File: src/rtl/support_mem_loader.sv
`default_nettype none
// ============================================================================
// Module      : support_mem_loader
// Description : Host byte-stream loader for the support RAM system write
//               port. Parses WRITE frames (cmd, addr, len, payload,
//               checksum), writes one payload byte per clock, checks an
//               8-bit two's-complement checksum and owns the CPU hold line.
// Revision    : 1.0 - initial release
// ============================================================================
module support_mem_loader (
    input  logic        clk,
    input  logic        reset,
    input  logic [7:0]  in_data,
    input  logic        in_valid,
    output logic        in_ready,
    output logic        sys_en,
    output logic [15:0] sys_A,
    output logic [7:0]  sys_data,
    output logic        sys_wr,
    output logic        cpu_hold,
    output logic        done,
    output logic        err
);

    // Host command bytes recognised in IDLE
    localparam logic [7:0] c_cmd_write   = 8'h55;
    localparam logic [7:0] c_cmd_release = 8'hAA;
    localparam logic [7:0] c_cmd_hold    = 8'h5A;

    typedef enum logic [3:0] {
        ST_IDLE  = 4'd0,
        ST_ADRH  = 4'd1,
        ST_ADRL  = 4'd2,
        ST_LENH  = 4'd3,
        ST_LENL  = 4'd4,
        ST_DATA  = 4'd5,
        ST_CSUM  = 4'd6,
        ST_CHECK = 4'd7
    } state_t;

    state_t      r_state;
    state_t      w_state_nxt;

    logic [15:0] r_addr;       // next RAM address to write
    logic [15:0] w_addr_nxt;
    logic [7:0]  r_len_hi;     // len[15:8] held until len[7:0] arrives
    logic [7:0]  w_len_hi_nxt;
    logic [15:0] r_remain;     // payload bytes still expected
    logic [15:0] w_remain_nxt;
    logic [7:0]  r_sum;        // running payload sum, mod 256
    logic [7:0]  w_sum_nxt;
    logic [7:0]  r_csum;       // checksum byte received from host
    logic [7:0]  w_csum_nxt;

    logic        r_sys_en;
    logic        w_sys_en_nxt;
    logic [15:0] r_sys_a;
    logic [15:0] w_sys_a_nxt;
    logic [7:0]  r_sys_data;
    logic [7:0]  w_sys_data_nxt;
    logic        r_sys_wr;
    logic        w_sys_wr_nxt;
    logic        r_cpu_hold;
    logic        w_cpu_hold_nxt;
    logic        r_err_cmd;    // unknown command seen on the previous edge
    logic        w_err_cmd_nxt;

    logic        w_xfer;
    logic [7:0]  w_total;
    logic        w_csum_ok;

    // The loader stalls the host only during the single CHECK cycle, and
    // never accepts while reset is held.
    assign in_ready  = (r_state != ST_CHECK) && !reset;
    assign w_xfer    = in_valid && in_ready;

    // A good packet makes payload sum plus checksum vanish modulo 256.
    assign w_total   = r_sum + r_csum;
    assign w_csum_ok = (w_total == 8'h00);

    assign sys_en    = r_sys_en;
    assign sys_A     = r_sys_a;
    assign sys_data  = r_sys_data;
    assign sys_wr    = r_sys_wr;
    assign cpu_hold  = r_cpu_hold;

    // Verdict pulses are decoded from the CHECK state itself; the command
    // error is a registered flag so it lands one cycle after the bad byte.
    assign done = (r_state == ST_CHECK) && w_csum_ok;
    assign err  = r_err_cmd || ((r_state == ST_CHECK) && !w_csum_ok);

    // State register
    always_ff @(posedge clk or posedge reset) begin
        if (reset) begin
            r_state <= ST_IDLE;
        end else begin
            r_state <= w_state_nxt;
        end
    end

    // Datapath and output registers; reset drops the RAM port ownership
    // and write strobe immediately and re-holds the CPU.
    always_ff @(posedge clk or posedge reset) begin
        if (reset) begin
            r_addr     <= 16'h0000;
            r_len_hi   <= 8'h00;
            r_remain   <= 16'h0000;
            r_sum      <= 8'h00;
            r_csum     <= 8'h00;
            r_sys_en   <= 1'b0;
            r_sys_a    <= 16'h0000;
            r_sys_data <= 8'h00;
            r_sys_wr   <= 1'b0;
            r_cpu_hold <= 1'b1;
            r_err_cmd  <= 1'b0;
        end else begin
            r_addr     <= w_addr_nxt;
            r_len_hi   <= w_len_hi_nxt;
            r_remain   <= w_remain_nxt;
            r_sum      <= w_sum_nxt;
            r_csum     <= w_csum_nxt;
            r_sys_en   <= w_sys_en_nxt;
            r_sys_a    <= w_sys_a_nxt;
            r_sys_data <= w_sys_data_nxt;
            r_sys_wr   <= w_sys_wr_nxt;
            r_cpu_hold <= w_cpu_hold_nxt;
            r_err_cmd  <= w_err_cmd_nxt;
        end
    end

    // Frame parser: next state and next register values
    always_comb begin
        w_state_nxt    = r_state;
        w_addr_nxt     = r_addr;
        w_len_hi_nxt   = r_len_hi;
        w_remain_nxt   = r_remain;
        w_sum_nxt      = r_sum;
        w_csum_nxt     = r_csum;
        w_sys_en_nxt   = r_sys_en;
        w_sys_a_nxt    = r_sys_a;
        w_sys_data_nxt = r_sys_data;
        w_sys_wr_nxt   = 1'b0;       // strobe only follows a DATA transfer
        w_cpu_hold_nxt = r_cpu_hold;
        w_err_cmd_nxt  = 1'b0;

        case (r_state)
            ST_IDLE: begin
                if (w_xfer) begin
                    case (in_data)
                        c_cmd_write:   w_state_nxt    = ST_ADRH;
                        c_cmd_release: w_cpu_hold_nxt = 1'b0;
                        c_cmd_hold:    w_cpu_hold_nxt = 1'b1;
                        default:       w_err_cmd_nxt  = 1'b1;
                    endcase
                end
            end

            ST_ADRH: begin
                if (w_xfer) begin
                    w_addr_nxt[15:8] = in_data;
                    w_state_nxt      = ST_ADRL;
                end
            end

            ST_ADRL: begin
                if (w_xfer) begin
                    w_addr_nxt[7:0] = in_data;
                    w_state_nxt     = ST_LENH;
                end
            end

            ST_LENH: begin
                if (w_xfer) begin
                    w_len_hi_nxt = in_data;
                    w_state_nxt  = ST_LENL;
                end
            end

            ST_LENL: begin
                if (w_xfer) begin
                    w_remain_nxt = {r_len_hi, in_data};
                    w_sum_nxt    = 8'h00;
                    if ({r_len_hi, in_data} == 16'h0000) begin
                        // Empty payload: RAM port is never taken
                        w_state_nxt = ST_CSUM;
                    end else begin
                        w_sys_en_nxt = 1'b1;
                        w_state_nxt  = ST_DATA;
                    end
                end
            end

            ST_DATA: begin
                if (w_xfer) begin
                    w_sys_a_nxt    = r_addr;
                    w_sys_data_nxt = in_data;
                    w_sys_wr_nxt   = 1'b1;
                    w_addr_nxt     = r_addr + 16'd1;   // wraps 0xFFFF -> 0
                    w_sum_nxt      = r_sum + in_data;
                    w_remain_nxt   = r_remain - 16'd1;
                    if (r_remain == 16'd1) begin
                        w_state_nxt = ST_CSUM;
                    end
                end
            end

            ST_CSUM: begin
                if (w_xfer) begin
                    w_csum_nxt  = in_data;
                    w_state_nxt = ST_CHECK;
                end
            end

            ST_CHECK: begin
                // Verdict pulses are decoded combinationally this cycle;
                // release the RAM port once the final write is long done.
                w_sys_en_nxt = 1'b0;
                w_state_nxt  = ST_IDLE;
            end

            default: begin
                w_sys_en_nxt = 1'b0;
                w_state_nxt  = ST_IDLE;
            end
        endcase
    end

endmodule
`default_nettype wire

File: config.mk
export PLATFORM = sky130hd
export DESIGN_NAME = support_mem_loader
export DESIGN_NICKNAME = d
export VERILOG_FILES = /design/src/rtl/support_mem_loader.sv
export SDC_FILE = /design/constraint.sdc
export NUM_CORES = 1
export LEC_CHECK = 0
export CAP_MARGIN = 0
export CORE_MARGIN = 3
export CORE_UTILIZATION = 38
export CTS_BUF_LIST = sky130_fd_sc_hd__clkbuf_16
export DETAILED_ROUTE_END_ITERATION = 8
export PLACE_DENSITY = 0.62
export SYNTH_ARGS = -nofsm -noshare
export SYNTH_HDL_FRONTEND = slang
export SYNTH_SLANG_ARGS = --single-unit
File: constraint.sdc
create_clock -name clk -period 7.05 [get_ports clk]
set_input_delay 1.41 -clock clk [delete_from_list [all_inputs] [get_ports clk]]
set_output_delay 1.41 -clock clk [all_outputs]
set_load 0.02 [all_outputs]
==> qor.yml <==
slew_headroom_pct: 39.6
synthTopCellsByArea: "dfrtp_1 45%, mux2_2 9.8%, a21oi_1 5.0%"
syn_avg_cell_area_um2: 10.1
coreArea_um2: 12200
dieArea_um2: 14100
finalNetCount: 537
synth_edf_count: 0
synth-main-ff-cell: "dfrtp_1"
drtIter0Drc: 328
combPwrFrac_pct: 40.9
cts_setup_buffers: 0
setup_viol: 0
dr.pass1.iters: 5
numCtsBuffers: 9
total_power_mw: 2.47
crit_path_start_kind: "register"
drive_gt1_share_pct: 15.6
routed_via_density: 5.80
wl_per_cell_um: 17.8
ctsHoldBuffers: 0
yosys_warnings: 0
syn_to_final_growth_pct: 17.1
port_buffers: 40
cp_top_family: "adder cells"
h-tree-depth: 3
cp.required_ns: 5.64
p_per_area_nw_per_um2: 438
p_int_mw: 1.51
antenna_cells: 0
cp_cell_sequence: "ha_1, fa_1, xnor2_1, o211ai_1, nor3_1, o21ai_0, o41a_1, clkdlybuf4s50_1"
die_h_um: 119
synth_top_area_share_pct: 44.7
max_slew.worst_pin.slew_ns: 0.906
fin_setup_tns_ns: 0
fmaxAchievable_mhz: 233
syn_inst: 478
synth_top_area_cell: "dfrtp_1"
p_sw_share_pct: 38.7
finish.utilization_pct: 46.1
clock_sink_count: 87
overflow: 0
grt_pass1_wl_mm: 20.3
grt_max_degree: 53
wl_mm: 12.1
crit_slowest_cell: "clkdlybuf4s50_1"
ctsResizeCount: 0
synth_most_common_cell: "dfrtp_1"
clock_latency_ns: 0.34
via_count: 3942
yosysUniqueCellTypes: 62
hold_viol: 0
synth-seq-cells: 87
start_util_pct: 39.4
dp_hpwl_mm: 8.29
pin_count: 41
place.gp.congestion: 0.858
ys_seq_area_share_pct: 45.3
slowest_delay_ns: 0.54
sequentialPowerShare_pct: 38.4
p_clk_share_pct: 20.7
multi_input_area_um2: 2480
cts_root_buf: "clkbuf_16"
syn_nets: 508
drcViolationCount: 0
crit_path_max_fanout: 3
synth-async-reset-ratio_pct: 100
first_global_vias: 3868
die_width_um: 119
maxCapViolCount: 0
slew_viol_final: 0
cp.arrival_ns: 2.88
crit_path_end_kind: "primary output"
place_area_um2: 5310
syn_area_um2: 4810
fillers: 1163
cts.clk_slew.worst_paths_ns: 0.07
power.leakage_nw: 2.36
p_sw_uw: 953
antenna_found_initial: 0
grt_use_total_pct: 17.8
stdcell_area_um2: 5630
status: "finished clean"
final.setup_skew_ns: 0.00807
seq_area_um2: 2180
path_class: "reg2out"
yosys-top-cells-count: "86 x dfrtp_1, 48 x a21oi_1, 44 x nand2_1"
drtAntennaViolNets: 0
period_share_pct: 60.8
rows: 40
cp_num_buf_inv: 1
finalCriticalPeriod_ns: 4.29
cts_tree: "built"
irDropWorstVdd_v: 0.000151
grt_setup_unrepaired: "false"
min_path_type: "reg2reg"
clk_path_buf_depth: 2
path summary, 6_finish.rpt:
path                            start  endpoint  slack (ns)  depth (start not counted)
setup / recovery             r_sum[0]       err        2.76                          8
max in group asynchronous       reset  r_sum[2]        4.41                          3
setup reg to reg           r_state[2]  sys_A[4]        4.32                          5
min in group asynchronous       reset    sys_en        1.54                          2
hold / removal                 sys_en    sys_en        0.49                          1
hold reg to reg                sys_en    sys_en        0.49                          1
per-stage QoR:
stage / setup slack, ns / hold slack, ns / cells
finish: 2.76 / 0.490 / 680
global route: 2.60 / 0.520 / 680
CTS: 2.76 / 0.495 / 680
detailed placement: 2.98 / 0.479 / 664
global placement: 3.01 / 0.477 / 664
floorplan: 2.45 / 0.471 / 478
power groups by stage:
stage	logic, mW	registers, mW	clock network (mW)
floorplan	0.682	0.952	0
global placement	0.978	0.942	0
detailed placement	1.00	0.954	0
CTS	1.01	0.946	0.520
global route	1.12	0.989	0.543
finish	1.01	0.948	0.510
cell usage in the layout (no fill, tap or decap), types with 9 or more instances in the layout:
cell | Yosys | final
o21ai_0 | 33 | 33
clkdlybuf4s50_1 | 0 | 40
nand3_1 | 16 | 16
mux2_2 | 42 | 42
nand2_1 | 44 | 44
dfrtp_1 | 86 | 86
clkbuf_16 | 0 | 9
nor2_1 | 31 | 31
a21oi_1 | 48 | 48
nor3_1 | 11 | 11
ha_1 | 17 | 17
o22a_1 | 9 | 9
routing by layer:
layer,up-vias,track usage [%],part of all wire [%]
li1,1832,-,-
met1,1952,24.0,47
met2,125,28.0,46
met3,33,3.83,4.6
met4,0,7.10,3.0
met5,-,0,0
state kept, by name (all words and copies together), names as in the netlist:
register / cells
sys_en: 1
r_addr: 16
r_len_hi: 8
r_csum: 8
r_err_cmd: 1
cpu_hold: 1
r_sum: 8
r_state: 3
sys_A: 16
sys_data: 8
sys_wr: 1
r_remain: 16
final cells by class:
class,instances,share of cell area [%]
sequential,87,38.7
clock buffer,9,4.00
timing repair buffer,43,7.51
clock inverter,7,1.69
inverter,5,0.355
multi-input combinational,361,44.1
tap,168,3.73
cell families after synthesis:
| kind of cell | after synthesis | share of synthesized area [%] |
|---|---|---|
| AO/OA/AOI/OAI | 142 | 18.8 |
| XOR/XNOR | 10 | 1.82 |
| adder cells (fa/ha/maj) | 19 | 5.25 |
| buffers and inverters | 30 | 3.17 |
| flip-flops | 87 | 45.3 |
| multiplexers | 44 | 10.2 |
| AND/OR/NAND/NOR | 146 | 15.4 |
(Power assumes the default switching activity.)
